**config.mk**
```make
export PLATFORM = sky130hd
export DESIGN_NAME = dmem_arbiter
export DESIGN_NICKNAME = d
export VERILOG_FILES = /design/src/rtl/dmem_arbiter_pkg.sv /design/src/rtl/dmem_arbiter_rr_arb2.sv /design/src/rtl/dmem_arbiter.sv
export SDC_FILE = /design/constraint.sdc
export NUM_CORES = 1
export LEC_CHECK = 0
export BUFFER_PORTS_ARGS = -buffer_cell sky130_fd_sc_hd__buf_2
export CORE_ASPECT_RATIO = 1.25
export CORE_MARGIN = 8
export CORE_UTILIZATION = 46
export CTS_CLUSTER_DIAMETER = 30
export DETAILED_ROUTE_END_ITERATION = 10
export GPL_TIMING_DRIVEN = 0
export PLACE_DENSITY = 0.89
export SLEW_MARGIN = 10
export SYNTH_ARGS = -nofsm -noshare
export SYNTH_HDL_FRONTEND = slang
export SYNTH_SLANG_ARGS = --single-unit
```
**constraint.sdc**
```tcl
create_clock -name clk -period 2.5 [get_ports clk]
set_input_delay 0.25 -clock clk [delete_from_list [all_inputs] [get_ports clk]]
set_output_delay 0.25 -clock clk [all_outputs]
set_load 0.005 [all_outputs]
```
**src/rtl/dmem_arbiter_pkg.sv**
```systemverilog
// Shared constants for the data-memory arbiter: word width, FSM encodings,
// port IDs and the alignment/range fault check.
package dmem_arbiter_pkg;

  localparam int WORD = 32;

  typedef enum logic [1:0] {
    ST_IDLE  = 2'd0,
    ST_ISSUE = 2'd1,
    ST_RESP  = 2'd2,
    ST_ERR   = 2'd3
  } state_e;

  localparam logic PORT0 = 1'b0;
  localparam logic PORT1 = 1'b1;

  // Byte address must be 8-byte aligned and its word index inside the memory.
  function automatic logic addr_fault(input logic [WORD-1:0] addr,
                                      input int unsigned     size);
    logic [WORD-1:0] size_w;
    size_w = WORD'(size);
    return (addr[2:0] != 3'b000) || ((addr >> 3) >= size_w);
  endfunction

endpackage

```
**src/rtl/dmem_arbiter_rr_arb2.sv**
```systemverilog
// Two-way round-robin grant; the pointer names the port that wins a tie and
// moves to the other port whenever a grant is taken.
module rr_arb2 (
  input  logic       clk,
  input  logic       reset_n,
  input  logic [1:0] valid,
  input  logic       advance,
  output logic [1:0] grant
);

  logic rr_ptr;

  always_comb begin
    grant = 2'b00;
    case (valid)
      2'b01:   grant = 2'b01;
      2'b10:   grant = 2'b10;
      2'b11:   grant = rr_ptr ? 2'b10 : 2'b01;
      default: grant = 2'b00;
    endcase
  end

  always_ff @(posedge clk or negedge reset_n) begin
    if (!reset_n) begin
      rr_ptr <= 1'b0;
    end else if (advance && (grant != 2'b00)) begin
      rr_ptr <= grant[0];
    end
  end

endmodule

```
**src/rtl/dmem_arbiter.sv**
```systemverilog
// Arbitrates the single-ported data memory between the CPU (port 0) and the
// debug/loader (port 1), one transaction at a time, with fault filtering.
//
// state    | meaning
// ---------+---------------------------------------------------------------
// ST_IDLE  | waiting for a request; grant is combinational, handshake here
// ST_ISSUE | drive mem_read/mem_write for one cycle, memory samples at end
// ST_RESP  | one-cycle response pulse with load data (0 for stores)
// ST_ERR   | one-cycle error response, memory never touched
module dmem_arbiter
  import dmem_arbiter_pkg::*;
#(
  parameter int SIZE     = 1024,
  parameter int CHECK_EN = 1
) (
  input  logic            clk,
  input  logic            reset_n,
  input  logic            p0_req_valid,
  input  logic            p0_req_write,
  input  logic [WORD-1:0] p0_req_addr,
  input  logic [WORD-1:0] p0_req_wdata,
  output logic            p0_req_ready,
  input  logic            p1_req_valid,
  input  logic            p1_req_write,
  input  logic [WORD-1:0] p1_req_addr,
  input  logic [WORD-1:0] p1_req_wdata,
  output logic            p1_req_ready,
  output logic            resp_valid,
  output logic            resp_port,
  output logic [WORD-1:0] resp_data,
  output logic            resp_err,
  output logic            mem_read,
  output logic            mem_write,
  output logic [WORD-1:0] mem_address,
  output logic [WORD-1:0] mem_write_data,
  input  logic [WORD-1:0] mem_read_data
);

  state_e          state, state_nxt;
  logic [1:0]      grant;
  logic            advance;
  logic            sel_port;
  logic            sel_write;
  logic [WORD-1:0] sel_addr;
  logic [WORD-1:0] sel_wdata;
  logic            sel_fault;

  logic            cmd_write;
  logic            cmd_port;
  logic [WORD-1:0] cmd_addr;
  logic [WORD-1:0] cmd_wdata;

  rr_arb2 u_rr_arb2 (
    .clk     (clk),
    .reset_n (reset_n),
    .valid   ({p1_req_valid, p0_req_valid}),
    .advance (advance),
    .grant   (grant)
  );

  // Ready is gated by reset_n so it reads 0 while reset is held even if a
  // requester keeps valid high.
  assign advance      = reset_n && (state == ST_IDLE) && (grant != 2'b00);
  assign p0_req_ready = advance && grant[0];
  assign p1_req_ready = advance && grant[1];

  assign sel_port  = grant[1] ? PORT1 : PORT0;
  assign sel_write = grant[1] ? p1_req_write : p0_req_write;
  assign sel_addr  = grant[1] ? p1_req_addr  : p0_req_addr;
  assign sel_wdata = grant[1] ? p1_req_wdata : p0_req_wdata;
  assign sel_fault = (CHECK_EN != 0) && addr_fault(sel_addr, SIZE);

  always_ff @(posedge clk or negedge reset_n) begin
    if (!reset_n) begin
      state     <= ST_IDLE;
      cmd_write <= 1'b0;
      cmd_port  <= PORT0;
      cmd_addr  <= '0;
      cmd_wdata <= '0;
    end else begin
      state <= state_nxt;
      if (advance) begin
        cmd_write <= sel_write;
        cmd_port  <= sel_port;
        cmd_addr  <= sel_addr;
        cmd_wdata <= sel_wdata;
      end
    end
  end

  always_comb begin
    state_nxt      = state;
    resp_valid     = 1'b0;
    resp_port      = 1'b0;
    resp_data      = '0;
    resp_err       = 1'b0;
    mem_read       = 1'b0;
    mem_write      = 1'b0;
    mem_address    = '0;
    mem_write_data = '0;
    case (state)
      ST_IDLE: begin
        if (advance) state_nxt = sel_fault ? ST_ERR : ST_ISSUE;
      end
      ST_ISSUE: begin
        mem_read       = ~cmd_write;
        mem_write      = cmd_write;
        mem_address    = cmd_addr;
        mem_write_data = cmd_wdata;
        state_nxt      = ST_RESP;
      end
      ST_RESP: begin
        resp_valid = 1'b1;
        resp_port  = cmd_port;
        resp_data  = cmd_write ? '0 : mem_read_data;
        state_nxt  = ST_IDLE;
      end
      ST_ERR: begin
        resp_valid = 1'b1;
        resp_port  = cmd_port;
        resp_err   = 1'b1;
        state_nxt  = ST_IDLE;
      end
      default: state_nxt = ST_IDLE;
    endcase
  end

endmodule

```
==> summary.txt, run 1 <==
Status
  • Status: complete, no violations

Synth
  • Synth cell count leaders: and2_1 (99), dfrtp_1 (69), nand2_1 (67), mux2i_1 (65), o21ai_0 (52)
  • Adder-cell area share of the yosys netlist: 0
  • Syn Inst Count: 429
  • Count of cell types in the netlist: 25
  • Synth Area in XOR/XNOR: 0
  • Compound-Gate Fraction of Synth Area: 0.09031
  • Post-synthesis cell area: approximately 4000 sq um
  • Post-synth net total: ~600
  • Synth Flop Type: dfrtp_1
  • Fraction of the yosys area taken by sequential cells: 0.4327
  • Syn Area/Cell: 9.301 sq um
  • Largest family of logic cells by synthesized area: simple AND/OR/NAND/NOR gates
  • Synth area leaders: dfrtp_1 (43%), mux2i_1 (16%), and2_1 (16%), o21ai_0 (6.5%), nand2_1 (6.3%)
  • Most frequent cell after synthesis: and2_1
  • Post-synth EDFFs: 0
  • Mux share of post-synthesis cell area: 0.1631
  • Synth Area in Simple Gates: 0.2537
  • Largest area contributor in the netlist: dfrtp_1
  • Top-area cell type share of the netlist area: 0.4327
  • Synth warn: 0
  • Seq cells post-synth: 69
  • Async set-reset flop share out of synthesis: 1.000

Power and ir drop
  • PwrDens: roughly 640 nW/um^2
  • Pwr Total: ~3.7 mW
  • Leak pwr: ~3.4 nW
  • Peak VDD IR: 0.3111 mV

Place
  • Gpl congestion: around 1
  • I/O Buffers: between 200 and 300
  • HPWL after detailed placement: approximately 13000 um

Drt
  • Post-DR vias/cell: between 5 and 6
  • Routed WL: between 15000 and 20000 um
  • WL/cell: approximately 19 um
  • DR pass1 iterations: 4
  • DR vias: roughly 4300
  • DRC violation count after routing: 0
  • Final ANT Viol Nets: 0
  • Initial DRC Count: around 180

Critical path
  • Worst Setup Start Kind: input port
  • Crit Path Class: input port to output pin
  • Crit-path cells: dlygate4sd3_1, buf_4, buf_12, o21ai_1, or3_1, buf_6, buf_8, buf_6, a21oi_1, buf_2
  • Crit Path Max Fanout: 10
  • CP max stage delay: 0.53 ns
  • Crit path DAT: ~2.1 ns
  • Critical path endpoint category: output pin
  • Slowest-stage cell, CP: dlygate4sd3_1
  • CP most frequent cell: buf_6
  • Worst EP required: 2.25 ns

Min path
  • Worst Hold Class: input port to register

STA
  • Final Max Tran Viols: 0
  • Period utilization: 0.9443
  • Skew final: 0.008966 ns
  • Setup_tns: 0 ns
  • Final hold vios: 0
  • Slew headroom: 0.6754
  • RSZ-0062 raised after global routing: no
  • Fin crit period: ~2.4 ns
  • Least-Margin Pin Slew: ~0.5 ns
  • Highest clock rate: around 420 MHz
  • Setup violations, final: 0

Clock tree
  • Postcts setup bufs: 0
  • Clock buffer count from CTS: 9
  • Worst-path clk slew: roughly 0.07 ns
  • Worst-Skew Late Latency: ~0.35 ns
  • CTS tree: yes
  • CTS root buffer: clkbuf_8
  • H-Tree Depth: 3
  • Clock Tree Buf Depth: 2
  • CTS Sinks: between 60 and 70

Floorplanning
  • Io pins: 269
  • Die Span X: 99.30 um
  • Core area: between 8000 and 9000 sq um
  • Site row count: 38
  • Die extent in y: between 100 and 150 um
  • Die area: about 12000 sq um
  • Initial Util: 0.4662

Global routing
  • Initial antenna violation count: 0
  • Number of global-route vias before repair: 4756
  • Largest net degree at the start of global routing: 36
  • Remaining Overflow, GRT: 0
  • First-pass GRT wire length: roughly 24000 um
  • Tot GR Track Use: 0.2605

Flow run
  • Max-Cap Viols: 0

Final layout
  • Layout cells sized above 1: 0.4270
  • Core Util, Final: 0.6724
  • Layout Nets: 880
  • Ant. Diodes: 0
  • Area delta synth->final: 44.21%
registers in the layout, indices dropped and copies added (netlist names):
register          flops
cmd_wdata            32
state                 2
cmd_write             1
u_rr_arb2.rr_ptr      1
cmd_port              1
cmd_addr             32
per-stage QoR:
step	setup WS (ns)	area (sq um)	hold WS, ns	cells
2_1_floorplan	0.9305	3990	-0.04559	429
3_3_place_gp	-0.5535	5456	0.4529	797
3_5_place_dp	0.1425	5479	0.2375	798
4_1_cts	0.1225	5753	0.1622	819
5_1_grt	0.02138	5754	0.1628	819
6_report	0.1393	5754	0.1789	819
per-layer routing:
layer,part of all wire,vias up,global-route usage,wire (um)
li1,-,2009,-,-
met1,0.35,2002,0.2546,5425
met2,0.54,221,0.4821,8406
met3,0.077,32,0.08633,1190
met4,0.033,0,0.1195,511
met5,0,-,0,0
worst paths after layout:
check	startpoint	to	slack, ns	cells after the start
hold reg to reg	cmd_wdata[15]	cmd_wdata[15]	0.47	2
setup / recovery	reset_n	p1_req_ready	0.14	10
max in group asynchronous	reset_n	cmd_wdata[8]	1.19	5
setup reg to reg	state[1]	cmd_addr[21]	0.87	6
hold / removal	p1_req_addr[12]	cmd_addr[12]	0.18	3
min in group asynchronous	reset_n	cmd_addr[10]	0.52	4
timing repair:
| item | in CTS | in global routing |
|---|---|---|
| cloned | 0 | 0 |
| setup endpoints to repair | 8 | 1 |
| hold endpoints to repair | 34 | 0 |
| resized for setup | 1 | 2 |
| hold buffers | 5 | 0 |
power breakdown:
group / switching (mW) / internal (mW) / leakage, nW / total, mW
registers: 0.167 / 1.45 / 0.854 / 1.61
clock network: 0.424 / 0.486 / 0.0964 / 0.909
logic: 0.590 / 0.548 / 2.44 / 1.14
total: 1.18 / 2.48 / 3.39 / 3.66
layout by cell type, fill, tap and decap left out, types with 2 or more instances in the layout:
master         Yosys  routed
and2_1            99      99
buf_12             0       4
buf_2              2     269
buf_4              3       4
buf_6             10      10
clkbuf_1          17      17
clkbuf_2           0       2
clkbuf_8           0      10
clkinv_2           0       2
dfrtp_1           69      69
dlygate4sd3_1      0       2
inv_1              2       2
mux2i_1           65      65
nand2_1           67      67
nand4_1            2       2
nor2_1             3       3
nor3_1             4       4
nor4_1            10      10
o21ai_0           52      52
o21ai_1           14      14
final cells by class:
type	instances	area [sq um]
inverter	3	16.27
fill	698	2804
timing repair buffer	274	1444
clock inverter	4	47.55
clock buffer	12	145.1
buffer	33	226.5
sequential	69	1727
tap	100	125.1
multi-input combinational	324	2023
cell families after synthesis:
family,count (synthesis)
AND/OR/NAND/NOR,189
buffers and inverters,36
flip-flops,69
multiplexers,65
AO/OA/AOI/OAI,70
worst max-delay path, delay by kind of cell:
| kind | cells | cell delay, ns |
|---|---|---|
| buffers and inverters | 7 | 1.36 |
| and+or+nand+nor | 1 | 0.32 |
| AOI/OAI and AO/OA | 2 | 0.18 |
No activity file was read; power rests on OpenSTA's default activity.
==> run 2: changes to the inputs <==
--- a/config.mk
+++ b/config.mk
@@ -5,14 +5,13 @@
 export SDC_FILE = /design/constraint.sdc
 export NUM_CORES = 1
 export LEC_CHECK = 0
-export BUFFER_PORTS_ARGS = -buffer_cell sky130_fd_sc_hd__buf_2
-export CORE_ASPECT_RATIO = 1.25
-export CORE_MARGIN = 8
-export CORE_UTILIZATION = 46
+export CORE_AREA = 8 8 97 99
 export CTS_CLUSTER_DIAMETER = 30
 export DETAILED_ROUTE_END_ITERATION = 10
+export DIE_AREA = 0 0 105 107
+export DONT_BUFFER_PORTS = 1
 export GPL_TIMING_DRIVEN = 0
-export PLACE_DENSITY = 0.89
+export PLACE_DENSITY = 0.68
 export SLEW_MARGIN = 10
 export SYNTH_ARGS = -nofsm -noshare
 export SYNTH_HDL_FRONTEND = slang
==> run 2 against run 1 <==
Net effect: clock power down 2%; power decreased by 8.8%; combinational power shrank 26%; worst setup slack gained 0.12 ns; sequential share of layout area up 9.7 points; sequential cell count stayed put; cell area is 24% lower; global-route usage shrank 4.4 points; cell count decreased by 33%; worst hold slack got worse by 0.084 ns; sequential power is essentially flat; first-iteration DRC count fell by 38%; critical path type is now register to output pin; largest cell class unchanged.
==> summary.txt, run 2 (same netlist as run 1, synthesis figures left out) <==
Critical path
  • Critical path endpoint category: output pin
  • Reg-to-reg endpoint: cmd_addr[22]
  • Crit Path Max Fanout: 10 (unchanged)
  • Worst EP required: 2.25 ns (about the same)
  • R2R depth: 6 (unchanged)
  • Crit path to: resp_data[18]
  • Worst Setup Start Kind: register
  • Instance count on the critical path: 3 (-7)
  • Crit path DAT: 1.99 ns (-0.12 ns)
  • CP max stage delay: 0.61 ns (+0.08 ns)
  • Top Family by Delay on Critical Path: simple AND/OR/NAND/NOR gates
  • R2R Path Start: state[1]
  • R2R Setup Slk: 0.87 ns (about the same)
  • Slowest-stage cell, CP: nor3b_1
  • Critical path origin: state[1]
  • Crit Path Class: register to output pin
  • CP Buf/Inv Count: 1 (-6)
  • Crit-path cells: nor3b_1, clkbuf_1, and2_1

Place
  • Inst Count DP: 534 (-33%)
  • Gpl congestion: 0.8363 (-17%)
  • HPWL after detailed placement: 10410 um (-19%)
  • I/O Buffers: 0 (-100%)
  • Post-Place Worst Slack: 0.4883 ns (+0.3458 ns)

Clock tree
  • CTS tree: yes
  • Clock buffer count from CTS: 9 (unchanged)
  • CTS Sinks: 69 (unchanged)
  • Postcts setup bufs: 0 (unchanged)
  • Clock Tree Buf Depth: 2 (unchanged)
  • Worst-path clk slew: 0.07 ns (about the same)
  • Worst-Skew Late Latency: 0.34 ns (about the same)
  • H-Tree Depth: 3 (unchanged)
  • CTS root buffer: clkbuf_8

Floorplanning
  • Die extent in y: 107 um (-11%)
  • Core area: 7928 sq um (-7.4%)
  • Die area: 11240 sq um (-5.8%)
  • Die Span X: 105 um (+5.7%)
  • Initial Util: 0.5033 (+0.03709)
  • Io pins: 269 (unchanged)
  • Site row count: 33 (-13%)

Final layout
  • Commonest non-fill, non-tap cell in the layout: and2_1
  • Largest regs: cmd_addr: 32 flops, cmd_wdata: 32 flops, state: 2 flops
  • Layout cells sized above 1: 0.07848 (-0.3485)
  • Fill count: 757 (+8.5%)
  • Layout Nets: 608 (-31%)
  • Core Util, Final: 0.5488 (-0.1236)
  • Commonest cells after routing, fill and taps aside: and2_1 (99), dfrtp_1 (69), nand2_1 (67)
  • Non-Filler Instances: 551 (-33%)
  • Area delta synth->final: 9.031%
  • Ant. Diodes: 0 (unchanged)

Drt
  • Routed WL: 12740 um (-18%)
  • WL/cell: 23.12 um (+22%)
  • Initial DRC Count: 115 (-38%)
  • DR pass1 iterations: 4 (unchanged)
  • DR vias: 3129 (-27%)
  • DRC violation count after routing: 0 (unchanged)
  • Final ANT Viol Nets: 0 (unchanged)
  • Post-DR vias/cell: 5.679 (+9.1%)

STA
  • Fin worst setup slack: 0.2639 ns (+0.1246 ns)
  • RSZ-0062 raised after global routing: no
  • Final hold vios: 0 (unchanged)
  • Slew headroom: 0.5500 (-0.1254)
  • Least-Margin Pin Slew: 0.6736 ns (+0.1877 ns)
  • Period utilization: 0.8944 (-0.04984)
  • Final Max Tran Viols: 0 (unchanged)
  • WHS: 0.09514 ns (-0.08377 ns)
  • Highest clock rate: 447.2 MHz (+5.6%)
  • Setup_tns: 0 ns (unchanged)
  • Setup violations, final: 0 (unchanged)
  • Fin crit period: 2.236 ns (-0.1246 ns)
  • Skew final: 0.01019 ns (+0.001229 ns)

Global routing
  • Number of global-route vias before repair: 3297 (-31%)
  • Largest net degree at the start of global routing: 70 (+94%)
  • Remaining Overflow, GRT: 0 (unchanged)
  • First-pass GRT wire length: 18970 um (-21%)
  • Tot GR Track Use: 0.2160 (-0.04449)
  • Initial antenna violation count: 1 (+1)

Min path
  • Worst Hold Class: input port to register
  • HP Start: p1_req_addr[11]

Flow run
  • Max-Cap Viols: 0 (unchanged)

Power and ir drop
  • Leak pwr: 2.159 nW (-36%)
  • Peak VDD IR: 0.3395 mV (+9.1%)
  • PwrDens: 767.9 nW/um^2 (+21%)

Status
  • Status: complete, no violations
## run 2: routing by layer
metal  vias up  track usage  part of all wire
met1      1457       0.2289              0.37
met2       184       0.3814              0.51
met3        22      0.08338              0.10
met5         -            0                 0
li1       1466            -                 -
met4         0      0.08257             0.023
## run 2: what timing repair did
action                                  CTS  global route
hold endpoints to repair                 69             0
hold buffers                              2             0
endpoints found under the setup margin    0            50
resized for setup                         0             2
## run 2: stage by stage
step / power (mW) / instance area [sq um]
2_1_floorplan: 2.232 / 3990
3_3_place_gp: 2.424 / 4121
3_5_place_dp: 2.462 / 4121
4_1_cts: 3.387 / 4349
5_1_grt: 3.578 / 4350
6_report: 3.341 / 4350
## run 2: area by class of cell
cell class | instances | area (sq um) | share of cell area
Multi-Input combinational cell | 324 | 2023 | 0.4651
Sequential cell | 69 | 1727 | 0.3969
Buffer | 33 | 225.2 | 0.05177
Clock buffer | 11 | 141.4 | 0.03250
Tap cell | 105 | 131.4 | 0.03020
Clock inverter | 4 | 48.80 | 0.01122
Timing Repair Buffer | 2 | 37.54 | 0.008628
Inverter | 3 | 16.27 | 0.003739
## run 2: power by group
part           leakage [nW]  switching [mW]  internal, mW
sequential            0.854           0.152          1.45
clock                0.0992           0.413         0.481
combinational          1.21           0.488         0.360
## run 2: worst min path at each step
stage          cells past startpoint            to  slack (ns)
2_1_floorplan                      0   cmd_addr[0]       -0.05
5_1_grt                            2  cmd_addr[13]        0.08
6_report                           2  cmd_addr[11]         0.1
3_3_place_gp                       0   cmd_addr[9]       -0.04
3_5_place_dp                       0   cmd_addr[9]       -0.04
4_1_cts                            2  cmd_addr[11]        0.09
